## config.mk

```make
export PLATFORM = sky130hd
export DESIGN_NAME = sdram_port_arb
export DESIGN_NICKNAME = d
export VERILOG_FILES = /design/src/rtl/sdram_port_arb.sv
export SDC_FILE = /design/constraint.sdc
export NUM_CORES = 1
export LEC_CHECK = 0
export BUFFER_PORTS_ARGS = -buffer_cell sky130_fd_sc_hd__buf_2
export CORE_ASPECT_RATIO = 0.7
export CORE_MARGIN = 2
export CORE_UTILIZATION = 35
export CTS_BUF_LIST = sky130_fd_sc_hd__clkbuf_16
export CTS_CLUSTER_DIAMETER = 60
export DETAILED_ROUTE_END_ITERATION = 8
export PLACE_DENSITY = 0.57
export SETUP_SLACK_MARGIN = 0.1
export SLEW_MARGIN = 20
export SYNTH_ARGS = -nofsm -noshare
export SYNTH_HDL_FRONTEND = slang
export SYNTH_SLANG_ARGS = --single-unit
```

## constraint.sdc

```tcl
create_clock -name clk -period 1.65 [get_ports clk]
set_input_delay 0 -clock clk [delete_from_list [all_inputs] [get_ports clk]]
set_output_delay 0 -clock clk [all_outputs]
set_load 0.01 [all_outputs]
```

## src/rtl/sdram_port_arb.sv

```systemverilog
// Two-port SDRAM arbiter: a loader write port and a cassette read port share one
// single-command controller through 1-entry holders, with fair grant and timeout.
module sdram_port_arb #(
    parameter int ADDR_W = 25,
    parameter int TMO    = 255
) (
    input  logic              clk,
    input  logic              reset,
    input  logic              ld_wr,
    input  logic [ADDR_W-1:0] ld_addr,
    input  logic [7:0]        ld_data,
    output logic              ld_ovf,
    input  logic              cs_rd,
    input  logic [ADDR_W-1:0] cs_addr,
    output logic [7:0]        cs_data,
    output logic              cs_ack,
    output logic [ADDR_W-1:0] mem_addr,
    output logic [7:0]        mem_din,
    input  logic [7:0]        mem_dout,
    output logic              mem_we,
    output logic              mem_rd,
    input  logic              mem_ready,
    output logic              err_tmo
);

    typedef enum logic [2:0] {IDLE, WR_ISS, WR_WAIT, RD_ISS, RD_WAIT} state_t;

    state_t            state, state_nx;
    logic [ADDR_W-1:0] wr_addr, rd_addr, last_addr;
    logic [7:0]        wr_data, last_din;
    logic              wr_pend, rd_pend;
    logic              last_grant;   // 1 = write port won the previous grant
    logic [7:0]        cnt;
    logic              in_wait, tmo_hit;

    assign in_wait = (state == WR_WAIT) || (state == RD_WAIT);
    // Counter starts at 0 in the first WAIT cycle, so TMO-1 marks the last allowed one.
    assign tmo_hit = in_wait && (cnt == 8'(TMO - 1));

    always_comb begin
        state_nx = state;
        case (state)
            IDLE: begin
                if (wr_pend && (!rd_pend || !last_grant))
                    state_nx = WR_ISS;
                else if (rd_pend)
                    state_nx = RD_ISS;
            end
            WR_ISS:  state_nx = WR_WAIT;
            RD_ISS:  state_nx = RD_WAIT;
            WR_WAIT,
            RD_WAIT: if (mem_ready || tmo_hit) state_nx = IDLE;
            default: state_nx = IDLE;
        endcase
    end

    // Commands come straight off the state; between commands the bus shows the last issue.
    assign mem_we   = (state == WR_ISS);
    assign mem_rd   = (state == RD_ISS);
    assign mem_addr = (state == WR_ISS) ? wr_addr :
                      (state == RD_ISS) ? rd_addr : last_addr;
    assign mem_din  = (state == WR_ISS) ? wr_data : last_din;

    always_ff @(posedge clk) begin
        if (!reset) begin
            state      <= IDLE;
            wr_addr    <= '0;
            wr_data    <= '0;
            wr_pend    <= 1'b0;
            rd_addr    <= '0;
            rd_pend    <= 1'b0;
            last_addr  <= '0;
            last_din   <= '0;
            last_grant <= 1'b0;
            cnt        <= '0;
            ld_ovf     <= 1'b0;
            err_tmo    <= 1'b0;
            cs_ack     <= 1'b0;
            cs_data    <= '0;
        end else begin
            state <= state_nx;

            if (state == WR_ISS || state == RD_ISS)
                cnt <= '0;
            else if (in_wait)
                cnt <= cnt + 8'd1;

            if (state == WR_ISS) begin
                last_addr <= wr_addr;
                last_din  <= wr_data;
            end else if (state == RD_ISS) begin
                last_addr <= rd_addr;
            end

            if (state == IDLE && state_nx == WR_ISS) last_grant <= 1'b1;
            if (state == IDLE && state_nx == RD_ISS) last_grant <= 1'b0;

            // A write landing on the issue cycle refills the slot being emptied.
            if (ld_wr && (!wr_pend || state == WR_ISS)) begin
                wr_addr <= ld_addr;
                wr_data <= ld_data;
                wr_pend <= 1'b1;
            end else if (state == WR_ISS) begin
                wr_pend <= 1'b0;
            end
            if (ld_wr && wr_pend && state != WR_ISS)
                ld_ovf <= 1'b1;

            if (cs_rd) begin
                rd_addr <= cs_addr;
                rd_pend <= 1'b1;
            end else if (state == RD_ISS) begin
                rd_pend <= 1'b0;
            end

            cs_ack <= 1'b0;
            if (state == RD_WAIT && mem_ready) begin
                cs_ack  <= 1'b1;
                cs_data <= mem_dout;
            end else if (state == RD_WAIT && tmo_hit) begin
                cs_ack  <= 1'b1;
                cs_data <= 8'hFF;
            end

            if (tmo_hit && !mem_ready)
                err_tmo <= 1'b1;
        end
    end

endmodule

```

==> metrics.md, run 1 <==
| Metric | Value |
|---|---|
| Top_reg_cell synth | dfxtp_1 |
| Fin cells | 943 |
| Setup TNS | -1.59 ns |
| Static Leak | 0.00349 µW |
| Gr usage total | 0.203 |
| Final period utilization | 1.06 |
| Die footprint | 15,000 µm² |
| Largest net degree at the start of global routing | 45 |
| Initial Util | 0.355 |
| Power Dens Cells | 1090 nW/µm² |
| Yosys reg bits | 116 |
| Via/cell ratio | 4.90 |
| Syn Inst Count | 515 |
| DR WL/cell | 16.3 µm |
| DR vias | 4,619 |
| Antenna violations before repair | 0 |
| Crit end category | output pin |
| Critical path startpoint category | register |
| TritonCTS clock tree | yes |
| Grt total ovfl | 0 |
| Rel. slew slack | 0.719 |
| H-Tree Depth | 4 |
| Detailed Route Iter0 Violations | 176 |
| Hold Crit Class | primary input to register |
| Failing checks | setup timing |
| Avg Cell Area, Syn | 9.54 µm² |
| Vias in the first global route | 4,665 |
| First-pass DRT Iterations | 6 |
| Inst Count DP | 805 |
| Ys async rst share | 0 |
| Worst-path maximum fanout | 5 |
| Routability Congestion | 0.781 |
| Mapped cell area | 4910 µm² |
| Final hold viol count | 0 |
| Slew Limit Fails | 0 |
| Worst setup slack after layout | -0.0992 ns |
| Clock Tree Buf Depth | 2 |
| Clock transition at path regs | 0.05 ns |
| DP HPWL | 8.15 mm |
| Max VDD drop | 0.713 mV |
| Io pins | 117 |
| Top-area cell type share of the netlist area | 0.473 |
| WP data required | 1.65 ns |
| CTS sink cnt | 116 |
| Syn_nets | 588 |
| Register area share after synthesis | 0.473 |
| Max-cap violations | 0 |
| Worst clock skew | 0.0124 ns |
| Synth area leader | dfxtp_1 |
| Commonest cells after routing, fill and taps aside | dfxtp_1 (113), buf_2 (104), mux2i_1 (76) |
| Die Y | 103 µm |
| Clk root buf | clkbuf_16 |
| Placeable Area | 13,800 µm² |
| Global-route wire length before repair | 24.0 mm |
| Synth Warn # | 0 |
| DRC | 0 |
| Pwr Total | 8900 µW |
| Post-synth EDFFs | 0 |
| Minimum clock period | 1.75 ns |
| Util after Layout | 0.590 |
| CTS buffer count | 17 |
| Layout net count | 813 |
| CP arrival | 1.75 ns |
| Area grow syn2layout | 66.2% |
| Drt total wl | 15.4 mm |
| Routed Antenna Nets | 0 |
| Port Buffer Count | 116 |
| Crit Path Class | register to output pin |
| Status | complete, but fails checks |
| Most common cell after layout, fill and taps aside | dfxtp_1 |
| Distinct cells, synth | 42 |
| Synth area leaders | dfxtp_1 (47%), mux2i_1 (17%), nand2_1 (5.4%) |
| Worst Tran Pin Value | 0.421 ns |
| Layout cells sized above 1 | 0.396 |
| Setup-failing EPs final | 40 |
| Clk Latency, worst-skew pair | 0.41 ns |
| R2R setup slack | -0.03 ns |
| Row count | 36 |
| RSZ-0062 raised after global routing | yes |
| Ant. Diodes | 0 |
| Die extent in x | 146 µm |
| Fmax | 572 MHz |
==> registers in the layout (all words and copies together), names as in the netlist, 3 cells and up <==
register / flops
rd_addr: 25
state: 3
wr_data: 8
last_addr: 25
last_din: 8
wr_addr: 25
cnt: 8
cs_data: 8
==> critical path, cell delays in order (launching register included) <==
cell,delay [ns]
dfxtp_2,0.32
buf_6,0.12
nor3b_4,0.26
buf_6,0.19
mux2_4,0.32
buf_6,0.13
==> report_power, final <==
part	switching, µW	leakage [µW]	internal, µW
combinational	931	0.00224	1020
sequential	115	0.000952	3000
clock	1330	0.000295	2510
==> per-stage QoR <==
stage               cell area, µm²  worst slack, ns  hold WS, ns
finish                        8170          -0.0992        0.114
global route                  8170           -0.161        0.120
CTS                           7710           -0.107        0.100
detailed placement            5790          -0.0106        0.247
global placement              5790           0.0687        0.234
floorplan                     4920            0.116        0.124
==> cells by family (layout without fill, tap and decap cells) <==
family | after synthesis | after routing | synth area share
AOI/OAI and AO/OA | 96 | 96 | 0.142
DFF | 116 | 116 | 0.473
buffers and inverters | 46 | 284 | 0.0433
muxes | 92 | 92 | 0.190
adders and majority gates | 2 | 2 | 0.00509
xor gates and xnor gates | 1 | 1 | 0.00178
and+or+nand+nor | 162 | 162 | 0.146
==> cell type report <==
cell class | count | area, µm²
clock buffer | 17 | 425
clock inverter | 15 | 190
sequential | 116 | 2330
multi-input combinational | 353 | 2780
inverter | 4 | 15.0
timing repair buffer | 248 | 2190
tap | 190 | 238
fill | 1170 | 5660
==> routing by layer <==
| layer | share of wire | global-route usage |
|---|---|---|
| met4 | 0.0064 | 0.0603 |
| met1 | 0.47 | 0.262 |
| met3 | 0.045 | 0.0473 |
| met5 | 0 | 0 |
| met2 | 0.47 | 0.346 |
==> worst paths after layout <==
| kind | cells past startpoint | to | startpoint |
|---|---|---|---|
| hold reg to reg | 2 | wr_addr[6]$_SDFFE_PN0P_ | wr_addr[6]$_SDFFE_PN0P_ |
| setup reg to reg | 8 | wr_addr[7]$_SDFFE_PN0P_ | state[2]$_SDFF_PN0_ |
| hold / removal | 3 | rd_pend$_SDFFE_PN0P_ | cs_rd |
| setup / recovery | 5 | mem_din[6] | state[2]$_SDFF_PN0_ |
==> Yosys cell counts (4+ instances only) <==
| cell type | number |
|---|---|
| a21oi_1 | 27 |
| inv_1 | 4 |
| buf_2 | 8 |
| mux2_2 | 8 |
| or4_1 | 4 |
| nand2_1 | 71 |
| clkbuf_1 | 24 |
| mux2i_1 | 84 |
| a211oi_1 | 29 |
| buf_1 | 5 |
| o221a_2 | 8 |
| dfxtp_1 | 116 |
| o21a_1 | 15 |
| and2_1 | 11 |
| o31ai_1 | 5 |
| nor2_1 | 53 |
| nand2b_1 | 4 |
==> timing repair <==
action | CTS | global route
buffers inserted | 18 | 8
setup endpoints to repair | 75 | 87
pin swaps | 3 | 10
gates cloned | 10 | 2
hold buffers | 69 | 0
gates resized for setup | 61 | 82
hold endpoints to repair | 71 | 0
Note: power is estimated with default switching activity, not from simulation.
==> run 2, diff against run 1 <==
--- a/config.mk
+++ b/config.mk
@@ -7,3 +7,4 @@
 export LEC_CHECK = 0
-export BUFFER_PORTS_ARGS = -buffer_cell sky130_fd_sc_hd__buf_2
+export BUFFER_PORTS_ARGS = -buffer_cell sky130_fd_sc_hd__buf_4
+export CAP_MARGIN = 25
 export CORE_ASPECT_RATIO = 0.7
==> constraint.sdc (replaced) <==
create_clock -name clk -period 1.65 [get_ports clk]
set_input_delay 0.2475 -clock clk [delete_from_list [all_inputs] [get_ports clk]]
set_output_delay 0.2475 -clock clk [all_outputs]
set_load 0.01 [all_outputs]
==> run 2 against run 1 <==
Register-to-register slack lost 0.10 ns. Via count decreased by 5.9%. Global-route usage decreased by 1.2 points. Sequential power about the same. Critical path depth stayed put. Maximum frequency fell by 13%. First-iteration DRC count rose by 17%. Largest power group unchanged. Core utilization decreased by 4.8 points. The run still ends with setup timing left. Combinational power down 6%. Setup slack worse by 0.27 ns. Non-clock buffer count down 77.
==> metrics.md, run 2 (synthesis gave the netlist of run 1 again) <==
| Metric | Value |
|---|---|
| Io pins | 117 (unchanged) |
| Status | complete, but fails checks (unchanged) |
| Row count | 36 (unchanged) |
| Worst setup slack after layout | -0.365 ns (was -0.0992 ns) |
| Clk root buf | clkbuf_16 (unchanged) |
| Most common cell after layout, fill and taps aside | buf_4 (was dfxtp_1) |
| Initial Util | 0.355 (unchanged) |
| WP data required | 1.40 ns (was 1.65 ns) |
| Layout cells sized above 1 | 0.385 (was 0.396) |
| DRC | 0 (unchanged) |
| Clock transition at path regs | 0.05 ns (about the same) |
| Grt total ovfl | 0 (unchanged) |
| CTS sink cnt | 116 (unchanged) |
| DR vias | 4,345 (was 4,619) |
| Switching Power | 2270 µW (was 2380 µW) |
| Antenna violations before repair | 0 (unchanged) |
| H-Tree Depth | 4 (unchanged) |
| Pwr Total | 8730 µW (was 8900 µW) |
| First-pass DRT Iterations | 4 (was 6) |
| Fraction of power consumed by the clock network | 0.434 (was 0.431) |
| TritonCTS clock tree | yes (unchanged) |
| Clk Latency, worst-skew pair | 0.41 ns (about the same) |
| Minimum clock period | 2.01 ns (was 1.75 ns) |
| Comb power frac | 0.210 (was 0.219) |
| Routed Antenna Nets | 0 (unchanged) |
| Setup-failing EPs final | 72 (was 40) |
| P_int | 6460 µW (was 6520 µW) |
| Clock Tree Buf Depth | 2 (unchanged) |
| Crit Path Class | register to output pin (unchanged) |
| Power Dens Cells | 1160 nW/µm² (was 1090 nW/µm²) |
| Biggest regs | last_addr: 25 flops, rd_addr: 25 flops, wr_addr: 25 flops (unchanged) |
| Static Leak | 0.00316 µW (was 0.00349 µW) |
| Port Buffer Count | 116 (unchanged) |
| Gr usage total | 0.192 (was 0.203) |
| Rel. slew slack | 0.664 (was 0.719) |
| Worst Tran Pin Value | 0.500 ns (was 0.421 ns) |
| Layout net count | 736 (was 813) |
| Fillers | 1,217 (was 1,170) |
| Max-cap violations | 0 (unchanged) |
| Worst clock skew | 0.00789 ns (was 0.0124 ns) |
| Die extent in x | 146 µm (unchanged) |
| Final hold viol count | 0 (unchanged) |
| RSZ-0062 raised after global routing | yes (unchanged) |
| Area grow syn2layout | 52.6% (was 66.2%) |
| Placeable Area | 13,800 µm² (unchanged) |
| Via/cell ratio | 5.02 (was 4.90) |
| Slew Limit Fails | 0 (unchanged) |
| Drt total wl | 14.7 mm (was 15.4 mm) |
| Crit end category | output pin (unchanged) |
| CP arrival | 1.77 ns (was 1.75 ns) |
| Commonest cells after routing, fill and taps aside | buf_4 (129), dfxtp_1 (113), nand2_1 (70) (was dfxtp_1 (113), buf_2 (104), mux2i_1 (76)) |
| Ant. Diodes | 0 (unchanged) |
| Hold Crit Class | primary input to register (unchanged) |
| Die footprint | 15,000 µm² (unchanged) |
| Worst-path maximum fanout | 8 (was 5) |
| Failing checks | setup timing (unchanged) |
| Final period utilization | 1.22 (was 1.06) |
| Routability Congestion | 0.765 (was 0.781) |
| CTS buffer count | 17 (unchanged) |
| Reg power frac | 0.356 (was 0.350) |
| Inst Count DP | 805 (unchanged) |
| Setup TNS | -11.82 ns (was -1.59 ns) |
| Die Y | 103 µm (unchanged) |
| Sw Share | 0.260 (was 0.267) |
| Largest net degree at the start of global routing | 52 (was 45) |
| Detailed Route Iter0 Violations | 206 (was 176) |
| Fin cells | 866 (was 943) |
| DP HPWL | 8.64 mm (was 8.15 mm) |
| Critical path startpoint category | register (unchanged) |
| Max VDD drop | 0.823 mV (was 0.713 mV) |
| DR WL/cell | 17.0 µm (was 16.3 µm) |
| Vias in the first global route | 4,283 (was 4,665) |
| Global-route wire length before repair | 22.6 mm (was 24.0 mm) |
| Fmax | 496 MHz (was 572 MHz) |
==> run 2: cell types whose count changed in the layout (fill, tap and decap cells not counted), sizes merged <==
cell         before  now
dlygate4sd3      69    0
buf             177  165
clkbuf           19   23
inv               5    8
clkinv            7    5
clkinvlp          3    2
==> run 2: worst max-delay path, cell delays in order (launching register included) <==
cell and delay (ns):
dfxtp_2 0.33, buf_6 0.12, nor3b_4 0.26, buf_6 0.20, mux2_4 0.33, buf_6 0.12
==> run 2: per-layer routing <==
metal  track usage  vias up  wire (µm)
li1              -     2126          -
met1         0.258     2087       7130
met2         0.305      116       6740
met3        0.0500       16        709
met4        0.0618        0        161
met5             0        -          0
==> run 2: timing repair <==
| item | 4_1_cts | 5_1_grt |
|---|---|---|
| resized for setup | 49 | 48 |
| buffers inserted | 9 | 9 |
| cloned | 6 | 6 |
| setup endpoints to repair | 66 | 84 |
| hold buffers | 0 | 0 |
| pin swaps | 3 | 1 |
==> run 2: per-stage QoR <==
step	setup slack (ns)	hold slack (ns)	cell area [µm²]	util
global placement	-0.0139	0.442	6080	0.440
detailed placement	-0.0292	0.449	6080	0.440
floorplan	0.116	0.371	4920	-
global route	-0.416	0.0675	7500	0.542
CTS	-0.352	0.0666	7110	0.514
finish	-0.365	0.0739	7500	0.542
==> run 2: final cells by class <==
| class | count | area [µm²] | share of cell area |
|---|---|---|---|
| Multi-Input combinational cell | 353 | 2620 | 0.349 |
| Sequential cell | 116 | 2330 | 0.310 |
| Inverter | 4 | 15.0 | 0.00200 |
| Clock buffer | 17 | 425 | 0.0567 |
| Timing Repair Buffer | 171 | 1700 | 0.227 |
| Tap cell | 190 | 238 | 0.0317 |
| Clock inverter | 15 | 174 | 0.0232 |
==> run 2: final timing paths <==
check / start / endpoint / slack, ns / depth (start not counted)
worst max-delay path: state[1]$_SDFF_PN0_ / mem_din[4] / -0.36 / 5
worst min register to register: wr_addr[12]$_SDFFE_PN0P_ / wr_addr[12]$_SDFFE_PN0P_ / 0.46 / 2
worst max register to register: state[1]$_SDFF_PN0_ / wr_addr[24]$_SDFFE_PN0P_ / -0.13 / 8
worst min-delay path: cs_addr[14] / rd_addr[14]$_SDFFE_PN0P_ / 0.07 / 3
==> run 2: power groups by stage <==
stage / logic (µW) / registers (µW) / clock network, µW
detailed placement: 1360 / 3140 / 0
CTS: 1620 / 3090 / 3820
finish: 1840 / 3100 / 3790
global placement: 1340 / 3130 / 0
global route: 1970 / 3120 / 3970
floorplan: 781 / 3120 / 0
==> run 3, diff against run 2 <==
- PLACE_DENSITY: 0.57 -> 0.55
- clock period: 1.65 -> 1.89 ns (I/O delays scaled with it)
==> run 3 against run 2 <==
The run still ends with setup timing left. Combinational power is 11% lower. Non-clock buffer count down 10. Global-route usage is 0.45 points lower. Design area increased by 0.23%. Sequential power fell by 12%. Setup slack improved by 0.30 ns. Critical path type unchanged.
==> metrics.md, run 3 (synthesis gave the netlist of run 1 again) <==
| Metric | Value |
|---|---|
| Most common cell after layout, fill and taps aside | buf_4 (unchanged) |
| Gr usage total | 0.187 (was 0.192) |
| Reg power frac | 0.361 (was 0.356) |
| CTS buffer count | 17 (unchanged) |
| Routability Congestion | 0.774 (was 0.765) |
| Critical path startpoint category | register (unchanged) |
| Max-cap violations | 0 (unchanged) |
| Placeable Area | 13,800 µm² (unchanged) |
| DP HPWL | 8.39 mm (was 8.64 mm) |
| Comb power frac | 0.215 (was 0.210) |
| WP data required | 1.61 ns (was 1.40 ns) |
| Util after Layout | 0.543 (was 0.542) |
| Static Leak | 0.00310 µW (was 0.00316 µW) |
| Detailed Route Iter0 Violations | 216 (was 206) |
| Die Y | 103 µm (unchanged) |
| Max incr delay on CP | 0.41 ns (was 0.33 ns) |
| First-pass DRT Iterations | 4 (unchanged) |
| Clock Tree Buf Depth | 2 (unchanged) |
| Worst clock skew | 0.00934 ns (was 0.00789 ns) |
| Crit-path slowest cell | dfxtp_4 (was dfxtp_2) |
| Drt total wl | 14.1 mm (was 14.7 mm) |
| Switching Power | 2030 µW (was 2270 µW) |
| WL met1 | 6.81 mm (was 7.13 mm) |
| Die extent in x | 146 µm (unchanged) |
| Setup-failing EPs final | 22 (was 72) |
| Max VDD drop | 0.558 mV (was 0.823 mV) |
| Met3 wire len | 769 µm (was 709 µm) |
| Failing checks | setup timing (unchanged) |
| Die footprint | 15,000 µm² (unchanged) |
| Fmax | 510 MHz |
| Via/cell ratio | 4.95 (was 5.02) |
| CTS sink cnt | 116 (unchanged) |
| Biggest regs | last_addr: 25 flops, rd_addr: 25 flops, wr_addr: 25 flops (unchanged) |
| Layout net count | 726 (was 736) |
| Worst setup startpoint | state[1]$_SDFF_PN0_ (unchanged) |
| Worst Tran Pin Value | 0.522 ns (was 0.500 ns) |
| WP buf/inv | 4 (was 3) |
| Final hold viol count | 0 (unchanged) |
| Sw Share | 0.268 (was 0.260) |
| Vias in the first global route | 4,278 (was 4,283) |
| DR vias | 4,236 (was 4,345) |
| Crit Path Class | register to output pin (unchanged) |
| Row count | 36 (unchanged) |
| Power Dens Cells | 1010 nW/µm² (was 1160 nW/µm²) |
| Hold buffers post-CTS | 0 (unchanged) |
| Final period utilization | 1.04 |
| Top routing layer in use | met4 (unchanged) |
| CP Depth | 6 (was 5) |
| Area grow syn2layout | 53.0% (was 52.6%) |
| Slew Limit Fails | 0 (unchanged) |
| H-Tree Depth | 4 (unchanged) |
| CP arrival | 1.68 ns (was 1.77 ns) |
| P_int | 5550 µW (was 6460 µW) |
| Dpl ws | 0.137 ns (was -0.0292 ns) |
| Hold Crit Class | primary input to register (unchanged) |
| Antenna violations before repair | 0 (unchanged) |
| Met2 WL | 6.38 mm (was 6.74 mm) |
| Crit path max-delay family | buffers and inverters (unchanged) |
| DRC | 0 (unchanged) |
| Clock transition at path regs | 0.06 ns (was 0.05 ns) |
| Initial Util | 0.355 (unchanged) |
| Clk root buf | clkbuf_16 (unchanged) |
| R2R setup slack | 0.18 ns (was -0.13 ns) |
| Commonest cells after routing, fill and taps aside | buf_4 (131), dfxtp_1 (113), nand2_1 (71) (was buf_4 (129), dfxtp_1 (113), nand2_1 (70)) |
| Capturing point of the worst reg2reg path | wr_addr[6]$_SDFFE_PN0P_ (was wr_addr[24]$_SDFFE_PN0P_) |
| DR WL/cell | 16.5 µm (was 17.0 µm) |
| RSZ-0062 raised after global routing | yes (unchanged) |
| Port Buffer Count | 116 (unchanged) |
| Worst-path maximum fanout | 8 (unchanged) |
| Fillers | 1,225 (was 1,217) |
| Global-route wire length before repair | 22.1 mm (was 22.6 mm) |
| Grt total ovfl | 0 (unchanged) |
| Crit end category | output pin (unchanged) |
| Origin of the critical flop-to-flop path | state[1]$_SDFF_PN0_ (unchanged) |
| Fraction of power consumed by the clock network | 0.424 (was 0.434) |
| Worst setup slack after layout | -0.0693 ns (was -0.365 ns) |
| FF-to-FF path depth | 6 (was 8) |
| TritonCTS clock tree | yes (unchanged) |
| Critical Path Sink | mem_addr[20] (was mem_din[4]) |
| Largest net degree at the start of global routing | 47 (was 52) |
| Io pins | 117 (unchanged) |
| Cell repeated most along the worst path | buf_12 (was buf_6) |
| Clk Latency, worst-skew pair | 0.41 ns (about the same) |
| CP Cell Sequence | buf_12, buf_12, buf_16, mux2i_4, a21oi_2, buf_4 (was buf_6, nor3b_4, buf_6, mux2_4, buf_6) |
| Status | complete, but fails checks (unchanged) |
| Rel. slew slack | 0.652 (was 0.664) |
| Ant. Diodes | 0 (unchanged) |
| Routed Antenna Nets | 0 (unchanged) |
| Layout cells sized above 1 | 0.390 (was 0.385) |
| Minimum clock period | 1.96 ns |
run 3: cell count changes in the layout (fill, tap and decap cells not counted), moves of 3 or more:
cell / delta
inv_1: -3
nor2_1: +4
mux2i_2: -10
a21oi_2: +6
mux2i_4: +18
clkinv_4: +4
buf_12: -3
buf_6: -6
nor2_2: -5
a21oi_1: -6
mux2i_1: -8
clkbuf_16: -3
run 3: per-layer routing:
layer  vias to the layer above  track usage
met4                         0       0.0611
met5                         -            0
li1                       2115            -
met1                      2007        0.245
met2                        98        0.302
met3                        16       0.0544
run 3: area by class of cell:
cell class / count / area [µm²] / area share
Timing Repair Buffer: 161 / 1530 / 0.203
Clock buffer: 17 / 425 / 0.0566
Inverter: 4 / 15.0 / 0.00200
Multi-Input combinational cell: 353 / 2810 / 0.374
Tap cell: 190 / 238 / 0.0316
Clock inverter: 15 / 165 / 0.0220
Sequential cell: 116 / 2330 / 0.310
run 3: power by group through the flow:
stage	Clock (µW)	Sequential (µW)	Combinational (µW)
floorplan	0	2720	681
global placement	0	2740	1110
detailed placement	0	2750	1130
CTS	3260	2720	1490
global route	3380	2750	1750
finish	3210	2730	1630
run 3: worst min path at each step:
stage	from	to	slack [ns]	depth (start not counted)
2_1_floorplan	ld_wr	wr_pend$_SDFFE_PN0P_	0.41	1
3_3_place_gp	wr_data[3]$_SDFFE_PN0P_	wr_data[3]$_SDFFE_PN0P_	0.44	2
3_5_place_dp	wr_addr[2]$_SDFFE_PN0P_	wr_addr[2]$_SDFFE_PN0P_	0.45	2
4_1_cts	ld_wr	wr_pend$_SDFFE_PN0P_	0.09	2
5_1_grt	ld_wr	wr_pend$_SDFFE_PN0P_	0.11	2
6_report	ld_wr	wr_pend$_SDFFE_PN0P_	0.10	2
run 3: through the flow:
| stage | setup TNS (ns) | instance area, µm² | hold slack [ns] | power [µW] | instances |
|---|---|---|---|---|---|
| detailed placement | 0 | 6010 | 0.448 | 3880 | 798 |
| global route | -2.81 | 7510 | 0.108 | 7880 | 856 |
| floorplan | 0 | 4910 | 0.407 | 3400 | 515 |
| global placement | 0 | 6010 | 0.440 | 3850 | 798 |
| finish | -0.991 | 7510 | 0.101 | 7570 | 856 |
| CTS | -1.31 | 7250 | 0.0903 | 7480 | 850 |
run 3: what timing repair did:
action,CTS,global route
gates cloned,6,3
setup endpoints to repair,34,56
pin swaps,15,3
setup buffers,14,3
resized for setup,84,28
